**config.mk**
```make
export PLATFORM = sky130hd
export DESIGN_NAME = multicycle_control_unit
export DESIGN_NICKNAME = d
export VERILOG_FILES = /design/src/rtl/control_pkg.sv /design/src/rtl/control_output_decoder.sv /design/src/rtl/multicycle_control_unit.sv
export SDC_FILE = /design/constraint.sdc
export NUM_CORES = 1
export LEC_CHECK = 0
export CAP_MARGIN = 30
export CORE_MARGIN = 2
export CORE_UTILIZATION = 49
export CTS_BUF_LIST = sky130_fd_sc_hd__clkbuf_4
export DETAILED_ROUTE_END_ITERATION = 8
export HOLD_SLACK_MARGIN = 0.02
export PLACE_DENSITY = 0.92
export SLEW_MARGIN = 20
export SYNTH_ARGS = -nofsm -noshare
export SYNTH_HDL_FRONTEND = slang
export SYNTH_HIERARCHICAL = 1
export SYNTH_SLANG_ARGS = --single-unit
```
**constraint.sdc**
```tcl
create_clock -name clk -period 2.7 [get_ports clk]
set_clock_uncertainty 0.15 [all_clocks]
set_input_delay 0.54 -clock clk [delete_from_list [all_inputs] [get_ports clk]]
set_output_delay 0.54 -clock clk [all_outputs]
set_load 0.02 [all_outputs]
```
**src/rtl/control_pkg.sv**
```systemverilog
// rtl/control_pkg.sv - state, opcode and datapath-select encodings for the multicycle control unit
package control_pkg;

  typedef enum logic [3:0] {
    S_FETCH     = 4'd0,
    S_DECODE    = 4'd1,
    S_MEM_ADDR  = 4'd2,
    S_MEM_READ  = 4'd3,
    S_MEM_WB    = 4'd4,
    S_MEM_WRITE = 4'd5,
    S_EXEC_R    = 4'd6,
    S_EXEC_I    = 4'd7,
    S_ALU_WB    = 4'd8,
    S_AUIPC     = 4'd9,
    S_BRANCH    = 4'd10,
    S_ILLEGAL   = 4'd15
  } state_t;

  localparam logic [6:0] OP_LOAD   = 7'h03;
  localparam logic [6:0] OP_OPIMM  = 7'h13;
  localparam logic [6:0] OP_AUIPC  = 7'h17;
  localparam logic [6:0] OP_STORE  = 7'h23;
  localparam logic [6:0] OP_OP     = 7'h33;
  localparam logic [6:0] OP_BRANCH = 7'h63;

  localparam logic [1:0] SRC_A_PC     = 2'b00;
  localparam logic [1:0] SRC_A_OLD_PC = 2'b01;
  localparam logic [1:0] SRC_A_RS1    = 2'b10;

  localparam logic [1:0] SRC_B_RS2    = 2'b00;
  localparam logic [1:0] SRC_B_IMM    = 2'b01;
  localparam logic [1:0] SRC_B_CONST4 = 2'b10;

  localparam logic [1:0] ALU_ADD   = 2'b00;
  localparam logic [1:0] ALU_SUB   = 2'b01;
  localparam logic [1:0] ALU_FUNCT = 2'b10;

  localparam logic [1:0] RES_ALU_OUT    = 2'b00;
  localparam logic [1:0] RES_MEM_DATA   = 2'b01;
  localparam logic [1:0] RES_ALU_RESULT = 2'b10;

  // Dispatch from DECODE; anything outside the supported opcode set traps.
  function automatic state_t decode_next(input logic [6:0] op);
    case (op)
      OP_LOAD, OP_STORE: return S_MEM_ADDR;
      OP_OP:             return S_EXEC_R;
      OP_OPIMM:          return S_EXEC_I;
      OP_AUIPC:          return S_AUIPC;
      OP_BRANCH:         return S_BRANCH;
      default:           return S_ILLEGAL;
    endcase
  endfunction

endpackage

```
**src/rtl/control_output_decoder.sv**
```systemverilog
// rtl/control_output_decoder.sv - maps the current state (plus zero/ready) to every control output
module control_output_decoder
  import control_pkg::*;
(
  input  state_t     state_i,
  input  logic       zero_i,
  input  logic       mem_ready_i,
  output logic       mem_req_o,
  output logic       i_or_d_o,
  output logic       mem_write_o,
  output logic       ir_write_o,
  output logic       pc_write_o,
  output logic       reg_write_o,
  output logic [1:0] alu_src_a_o,
  output logic [1:0] alu_src_b_o,
  output logic [1:0] alu_op_o,
  output logic [1:0] result_src_o,
  output logic       illegal_o
);

  always_comb begin
    mem_req_o    = 1'b0;
    i_or_d_o     = 1'b0;
    mem_write_o  = 1'b0;
    ir_write_o   = 1'b0;
    pc_write_o   = 1'b0;
    reg_write_o  = 1'b0;
    alu_src_a_o  = SRC_A_PC;
    alu_src_b_o  = SRC_B_RS2;
    alu_op_o     = ALU_ADD;
    result_src_o = RES_ALU_OUT;
    illegal_o    = 1'b0;
    case (state_i)
      S_FETCH: begin
        mem_req_o    = 1'b1;
        alu_src_a_o  = SRC_A_PC;
        alu_src_b_o  = SRC_B_CONST4;
        alu_op_o     = ALU_ADD;
        result_src_o = RES_ALU_RESULT;
        // IR and PC+4 only commit on the cycle the fetch actually completes
        ir_write_o   = mem_ready_i;
        pc_write_o   = mem_ready_i;
      end
      S_DECODE: begin
        alu_src_a_o = SRC_A_OLD_PC;
        alu_src_b_o = SRC_B_IMM;
      end
      S_MEM_ADDR: begin
        alu_src_a_o = SRC_A_RS1;
        alu_src_b_o = SRC_B_IMM;
      end
      S_MEM_READ: begin
        mem_req_o = 1'b1;
        i_or_d_o  = 1'b1;
      end
      S_MEM_WB: begin
        result_src_o = RES_MEM_DATA;
        reg_write_o  = 1'b1;
      end
      S_MEM_WRITE: begin
        mem_req_o   = 1'b1;
        i_or_d_o    = 1'b1;
        mem_write_o = 1'b1;
      end
      S_EXEC_R: begin
        alu_src_a_o = SRC_A_RS1;
        alu_src_b_o = SRC_B_RS2;
        alu_op_o    = ALU_FUNCT;
      end
      S_EXEC_I: begin
        alu_src_a_o = SRC_A_RS1;
        alu_src_b_o = SRC_B_IMM;
        alu_op_o    = ALU_FUNCT;
      end
      S_AUIPC: begin
        alu_src_a_o = SRC_A_OLD_PC;
        alu_src_b_o = SRC_B_IMM;
      end
      S_ALU_WB: begin
        result_src_o = RES_ALU_OUT;
        reg_write_o  = 1'b1;
      end
      S_BRANCH: begin
        alu_src_a_o  = SRC_A_RS1;
        alu_src_b_o  = SRC_B_RS2;
        alu_op_o     = ALU_SUB;
        result_src_o = RES_ALU_OUT;
        // BNE: redirect to the target precomputed in DECODE when operands differ
        pc_write_o   = ~zero_i;
      end
      S_ILLEGAL: illegal_o = 1'b1;
      default:   illegal_o = 1'b0;
    endcase
  end

endmodule

```
**src/rtl/multicycle_control_unit.sv**
```systemverilog
// rtl/multicycle_control_unit.sv - multicycle RV32 subset control FSM with retire counter
module multicycle_control_unit
  import control_pkg::*;
(
  input  logic        clk,
  input  logic        reset,
  input  logic [6:0]  op_i,
  input  logic        zero_i,
  input  logic        mem_ready_i,
  output logic        mem_req_o,
  output logic        i_or_d_o,
  output logic        mem_write_o,
  output logic        ir_write_o,
  output logic        pc_write_o,
  output logic        reg_write_o,
  output logic [1:0]  alu_src_a_o,
  output logic [1:0]  alu_src_b_o,
  output logic [1:0]  alu_op_o,
  output logic [1:0]  result_src_o,
  output logic        illegal_o,
  output logic [3:0]  state_o,
  output logic [31:0] retired_o
);

  state_t      r_state;
  logic [31:0] r_retired;

  logic w_mem_write;
  logic w_ir_write;
  logic w_pc_write;
  logic w_reg_write;

  // The counter is only written on a retire so its value holds otherwise.
  always_ff @(posedge clk) begin
    if (reset) begin
      r_state   <= S_FETCH;
      r_retired <= '0;
    end else begin
      case (r_state)
        S_FETCH:     if (mem_ready_i) r_state <= S_DECODE;
        S_DECODE:    r_state <= decode_next(op_i);
        S_MEM_ADDR: begin
          if (op_i == OP_LOAD)       r_state <= S_MEM_READ;
          else if (op_i == OP_STORE) r_state <= S_MEM_WRITE;
          else                       r_state <= S_ILLEGAL;
        end
        S_MEM_READ:  if (mem_ready_i) r_state <= S_MEM_WB;
        S_MEM_WB: begin
          r_state   <= S_FETCH;
          r_retired <= r_retired + 32'd1;
        end
        S_MEM_WRITE: begin
          if (mem_ready_i) begin
            r_state   <= S_FETCH;
            r_retired <= r_retired + 32'd1;
          end
        end
        S_EXEC_R, S_EXEC_I, S_AUIPC: r_state <= S_ALU_WB;
        S_ALU_WB, S_BRANCH: begin
          r_state   <= S_FETCH;
          r_retired <= r_retired + 32'd1;
        end
        S_ILLEGAL:   r_state <= S_ILLEGAL;
        default:     r_state <= S_ILLEGAL;
      endcase
    end
  end

  control_output_decoder u_decoder (
    .state_i      (r_state),
    .zero_i       (zero_i),
    .mem_ready_i  (mem_ready_i),
    .mem_req_o    (mem_req_o),
    .i_or_d_o     (i_or_d_o),
    .mem_write_o  (w_mem_write),
    .ir_write_o   (w_ir_write),
    .pc_write_o   (w_pc_write),
    .reg_write_o  (w_reg_write),
    .alu_src_a_o  (alu_src_a_o),
    .alu_src_b_o  (alu_src_b_o),
    .alu_op_o     (alu_op_o),
    .result_src_o (result_src_o),
    .illegal_o    (illegal_o)
  );

  // Architectural side effects are suppressed for the whole reset cycle,
  // even though FETCH with mem_ready_i high would otherwise commit.
  assign mem_write_o = w_mem_write & ~reset;
  assign ir_write_o  = w_ir_write  & ~reset;
  assign pc_write_o  = w_pc_write  & ~reset;
  assign reg_write_o = w_reg_write & ~reset;

  assign state_o   = r_state;
  assign retired_o = r_retired;

endmodule

```
==> results.txt, run 1 <==
CTS buffer count: 5
# DRC: 0
final hold violation count: 0
clock latency reported for the late side of the worst-skew pair: 0.35 ns
Die Footprint: 4970 µm²
cell type with the largest total area after synthesis: sky130_fd_sc_hd__dfxtp_1
Ys Warns: 6
post-synthesis async set-or-reset flop share: 0%
number of nets in the final layout: 337
slowest stage cell on the critical path: sky130_fd_sc_hd__clkdlybuf4s50_1
CTS Buffer Depth: 2
most area-consuming cells after synthesis: sky130_fd_sc_hd__dfxtp_1 33%, sky130_fd_sc_hd__xor2_1 8.5%, sky130_fd_sc_hd__nor2_1 6.4%
switching part of the total: 40.1%
status: complete, no violations
post-synthesis instance area: 2170 µm²
CTS root buffer: sky130_fd_sc_hd__clkbuf_4
global placer's final weighted congestion: 0.930
sequence of cells on the critical path: buf_4, nor2b_4, a311o_1, clkdlybuf4s50_1
Post-Layout Inst Area: 2900 µm²
level count of the clock H-tree: 2
Top Ports: 62
number of antenna violations at the first check in global routing: 0
worst setup path startpoint: state_o[2]$_SDFFE_PP0P_
Avg WL per Cell: 13.9 µm
wire length of the first global-routing pass: 8780 µm
average footprint of a synthesized cell: 8.15 µm²
effective utilization at floorplan: 50.5%
MaxCap Viol Count: 0
routed wl met2: 2650 µm
min setup slack post-route: 0.123 ns
final setup violating endpoints: 0
post-synth top area share: 33.3%
Worst EP arrival: 1.89 ns
reg2reg start: state_o[3]$_SDFFE_PP0P_
start point of the worst hold path: retired_o[31]$_SDFFE_PP0P_
Commonest cells post-synth: 37 x sky130_fd_sc_hd__nor2_1, 36 x sky130_fd_sc_hd__dfxtp_1, 21 x sky130_fd_sc_hd__xor2_1
type of origin of the critical path: flip-flop
gr ovfl total: 0
die span in y: 70.5 µm
sequential share of power: 31.7%
area added between synthesis and finish: 33.8%
# diodes: 0
wirelength, routed: 5270 µm
unrepaired setup endpoints after global routing: no
transition time at the pin with the least slew margin: 0.617 ns
ratio of cells with drive above 1 in the final layout: 10.4%
Most used DFF post-synth: sky130_fd_sc_hd__dfxtp_1
normalized max-slew margin: 58.5%
Final period util: 95.4%
floorplan core area: 4290 µm²
Post-synth EDFFs: 0
final critical path time including I/O delays and setup: 2.58 ns
pin count of the biggest net entering global routing: 39
number of different library cells in the post-synthesis netlist: 54
class of the most critical hold timing path: flip-flop to flip-flop
pins over their slew limit: 0
worst setup path category: flip-flop to output pin
Max IR drop VDD: 0.357 mV
power density cells: 721 nW/µm²
total cell area at the placement stage: 2810 µm²
net count after synthesis: 278
initial DRC count: 152
DP Wirelength: 3730 µm
number of instances in the synthesized netlist: 266
routed vias: 2,155
top metal layer carrying routed signals: met4
P_leak: 0.00108 µW
total power of the final layout: 2090 µW
type of element capturing the critical path: output pin
sequential fraction of the synthesis area: 33.3%
clock power share: 18.5%
floorplan die width: 70.5 µm
hold buffers post-CTS: 0
most frequently used cell type in the post-synthesis netlist: sky130_fd_sc_hd__nor2_1
Post-Place Setup Slack: -0.258 ns
number of flip-flops and latches in the synthesized netlist: 36
total global-route track usage: 21.4%
number of global-route vias before repair: 2,001
part of the power in combinational logic: 49.8%
required time of the worst setup path: 2.01 ns
Highest Clock Rate: 0.388 GHz
total iterations of the first detailed-routing run: 4
crit path max fanout: 12
TritonCTS Sinks: 36
number of port buffers: 61
power dissipated by switching net loads: 839 µW
DR WL met3: 327 µm
clock tree from TritonCTS: yes
core utilization of the finished layout: 67.5%
number of nets with antenna violations after routing: 0
Critical Path Max Stage Delay: 0.54 ns
Sum Neg Setup Slack: 0 ns
WL met1: 2230 µm
number of rows in the core area: 24
routed via count divided by cell count: 5.70
Internal Pwr Total: 1250 µW
clock-pin slew on the worst setup and hold paths: 0.12 ns
## placed cells by master, fill, tap and decap left out, types with 7 or more instances in the layout
master,n
sky130_fd_sc_hd__nand3_1,13
sky130_fd_sc_hd__nand4_1,20
sky130_fd_sc_hd__o21ai_0,10
sky130_fd_sc_hd__nor3_1,8
sky130_fd_sc_hd__dfxtp_1,33
sky130_fd_sc_hd__buf_4,10
sky130_fd_sc_hd__nand2_1,10
sky130_fd_sc_hd__clkdlybuf4s50_1,56
sky130_fd_sc_hd__nor2_1,37
sky130_fd_sc_hd__a21oi_1,11
sky130_fd_sc_hd__inv_1,7
sky130_fd_sc_hd__xor2_1,21
sky130_fd_sc_hd__and2_1,7
sky130_fd_sc_hd__nor2b_1,7
## timing repair
action | 4_1_cts | 5_1_grt
buffers inserted | 0 | 0
gates resized for setup | 7 | 6
endpoints found under the setup margin | 7 | 3
## kinds of logic (layout without fill, tap and decap cells)
group | after synthesis | after routing | synth area share (%)
xor gates and xnor gates | 25 | 25 | 10.1
muxes | 2 | 2 | 0.982
adders and majority gates | 2 | 2 | 1.04
buffers and inverters | 26 | 86 | 6.12
and+or+nand+nor | 135 | 135 | 35.6
DFF | 36 | 36 | 33.3
AOI/OAI and AO/OA | 40 | 40 | 12.9
## routing by layer
metal / global-route usage (%) / vias to the layer above
met5: 0 / -
met1: 25.0 / 1009
met4: 6.41 / 0
li1: - / 1070
met3: 5.77 / 6
met2: 38.2 / 70
## flip-flops by register name, indices dropped and copies added, names as in the netlist
name / flops
retired_o: 32
state_o: 4
## final timing paths
path                           endpoint  slack (ns)  cells after the start
min          retired_o[31]$_SDFFE_PP0P_        0.35                      2
max                      alu_src_b_o[0]        0.12                      4
max reg2reg  retired_o[25]$_SDFFE_PP0P_        0.34                      7
min reg2reg  retired_o[31]$_SDFFE_PP0P_        0.35                      2
## power by group through the flow
stage / clock, µW / combinational [µW] / sequential [µW]
3_3_place_gp: 0 / 1020 / 661
6_report: 387 / 1040 / 663
3_5_place_dp: 0 / 1040 / 663
5_1_grt: 409 / 1130 / 676
2_1_floorplan: 0 / 710 / 660
4_1_cts: 388 / 1040 / 656
## cell type report
type,count,area [µm²]
fill,353,1400
multi-input combinational,204,1320
sequential,36,729
timing repair buffer,71,679
tap,52,65.1
clock inverter,3,42.5
clock buffer,5,37.5
inverter,7,26.3
## metrics by stage
step                      hold WS [ns]  instances
after detailed placement         0.333        370
after global routing             0.378        378
after global placement           0.322        370
final                            0.351        378
after CTS                        0.355        378
after floorplan                  0.403        266
## worst max-delay path, delay by kind of cell, from the launching register on
family | cells | cell delay (ns)
AO/OA/AOI/OAI | 1 | 0.35
buffers and inverters | 2 | 0.72
flip-flops | 1 | 0.33
AND/OR/NAND/NOR | 1 | 0.15
Power figures use the tool's default switching activity.
==> run 2, diff against run 1 <==
CTS_CLUSTER_SIZE = 14   (was not set)
==> results of run 2 <==
Final layout, timing and power as in run 1 (identical DEF).
==> run 3, diff against run 2 <==
DONT_BUFFER_PORTS = 1   (was not set)
PLACE_DENSITY = 0.74   (was 0.92)
==> run 3 against run 2 <==
Die area is the same. Global-route usage shrank 0.89 points. Register-to-register slack gained 0.12 ns. Critical endpoint is now mem_write_o. Largest cell class unchanged.
==> results.txt, run 3 (same netlist as run 1, synthesis figures left out) <==
ratio of cells with drive above 1 in the final layout: 14.9%
Post-Layout Inst Area: 2400 µm²
P_leak: 0.000905 µW
highest-count cells in the layout ignoring fill and taps: 37 x sky130_fd_sc_hd__nor2_1, 35 x sky130_fd_sc_hd__dfxtp_1, 21 x sky130_fd_sc_hd__xor2_1
pin count of the biggest net entering global routing: 43
Highest Clock Rate: 0.391 GHz
floorplan die width: 70.5 µm
final standard cell count with taps included and fillers excluded: 327
Max IR drop VDD: 0.355 mV
Avg WL per Cell: 14.5 µm
pins over their slew limit: 0
number of rows in the core area: 24
final setup violating endpoints: 0
routed vias: 1,887
number of nets with antenna violations after routing: 0
post-cts gate resize count: 0
required time of the worst setup path: 2.01 ns
clock tree from TritonCTS: yes
type of origin of the critical path: flip-flop
initial DRC count: 105
wirelength, routed: 4750 µm
type of element capturing the critical path: output pin
number of port buffers: 0
MaxCap Viol Count: 0
normalized max-slew margin: 69.0%
crit path max fanout: 11
most frequent standard cell in the layout excluding fill and tap cells: sky130_fd_sc_hd__nor2_1
die span in y: 70.5 µm
CTS root buffer: sky130_fd_sc_hd__clkbuf_4
# DRC: 0
clock-pin slew on the worst setup and hold paths: 0.11 ns
number of global-route vias before repair: 1,775
total iterations of the first detailed-routing run: 4
# diodes: 0
transition time at the pin with the least slew margin: 0.461 ns
clock latency reported for the late side of the worst-skew pair: 0.35 ns
slowest stage cell on the critical path: sky130_fd_sc_hd__dfxtp_1
floorplan core area: 4290 µm²
TritonCTS Sinks: 36
Cell Count Post-Placement: 319
unrepaired setup endpoints after global routing: no
core utilization of the finished layout: 56.0%
effective utilization at floorplan: 50.5%
total cell area at the placement stage: 2280 µm²
final hold violation count: 0
gr ovfl total: 0
final critical path time including I/O delays and setup: 2.56 ns
total global-route track usage: 20.5%
worst setup path category: flip-flop to output pin
number of antenna violations at the first check in global routing: 0
hold buffers post-CTS: 0
Die Footprint: 4970 µm²
class of the most critical hold timing path: input pin to flip-flop
worst setup path startpoint: state_o[2]$_SDFFE_PP0P_
Top Ports: 62
area added between synthesis and finish: 11.0%
DP Wirelength: 3280 µm
start point of the worst hold path: reset
Final period util: 94.8%
number of nets in the final layout: 286
sequence of cells on the critical path: buf_4, nor2b_2, and3b_1, nor2b_1
CTS Buffer Depth: 2
Worst EP arrival: 1.87 ns
status: complete, no violations
reg2reg start: state_o[2]$_SDFFE_PP0P_
setup fix buffers added after clock tree synthesis: 0
Critical Path Max Stage Delay: 0.55 ns
global placer's final weighted congestion: 0.820
routed via count divided by cell count: 5.77
wire length of the first global-routing pass: 8250 µm
level count of the clock H-tree: 2
power density cells: 865 nW/µm²
number of flip-flops under the largest register name: 32
CTS buffer count: 5
Sum Neg Setup Slack: 0 ns
[run 3: cell count changes in the layout (fill, tap and decap cells not counted)]
cell / change
sky130_fd_sc_hd__dfxtp_4: -2
sky130_fd_sc_hd__dlymetal6s2s_1: -1
sky130_fd_sc_hd__clkbuf_2: -1
sky130_fd_sc_hd__dfxtp_1: +2
sky130_fd_sc_hd__clkinv_2: -1
sky130_fd_sc_hd__nor2b_2: +1
sky130_fd_sc_hd__clkdlybuf4s50_1: -56
sky130_fd_sc_hd__nor2b_4: -1
sky130_fd_sc_hd__clkinvlp_4: -1
sky130_fd_sc_hd__bufinv_16: +2
sky130_fd_sc_hd__buf_4: +10
sky130_fd_sc_hd__dlygate4sd2_1: -3
[run 3: worst max-delay path, delay by kind of cell, from the launching register on]
kind                   cells  cell delay, ns
buffers and inverters      1            0.23
flip-flops                 1            0.55
AND/OR/NAND/NOR            3            0.74
[run 3: area by class of cell]
cell class | count | area (µm²)
Tap cell | 52 | 65.1
Fill cell | 391 | 1890
Multi-Input combinational cell | 204 | 1310
Inverter | 7 | 26.3
Clock buffer | 5 | 37.5
Clock inverter | 3 | 90.1
Sequential cell | 36 | 722
Timing Repair Buffer | 20 | 150
[run 3: through the flow]
stage               hold slack, ns  worst slack, ns  power, µW
floorplan                    0.403            0.401       1370
global placement             0.433            0.528       1500
detailed placement           0.435            0.482       1510
CTS                         0.0665           0.0672       2090
global route                0.0544          0.00431       2210
finish                      0.0944            0.139       2080
[run 3: worst paths after layout]
kind,slack [ns],cells after the start,to
max,0.14,4,mem_write_o
min,0.09,1,retired_o[10]$_SDFFE_PP0P_
max reg2reg,0.46,6,retired_o[25]$_SDFFE_PP0P_
min reg2reg,0.46,2,retired_o[31]$_SDFFE_PP0P_
[run 3: per-layer routing]
layer | track usage (%) | part of all wire (%) | vias up
li1 | - | - | 967
met1 | 26.8 | 46 | 857
met2 | 30.4 | 44 | 59
met3 | 8.80 | 8.5 | 4
met4 | 7.05 | 1.2 | 0
met5 | 0 | 0 | -
[run 3: power by group]
group / switching, µW / leakage (µW) / internal, µW
sequential: 92.3 / 0.000291 / 566
combinational: 514 / 0.000548 / 334
clock: 191 / 0.0000654 / 381
total: 798 / 0.000905 / 1280
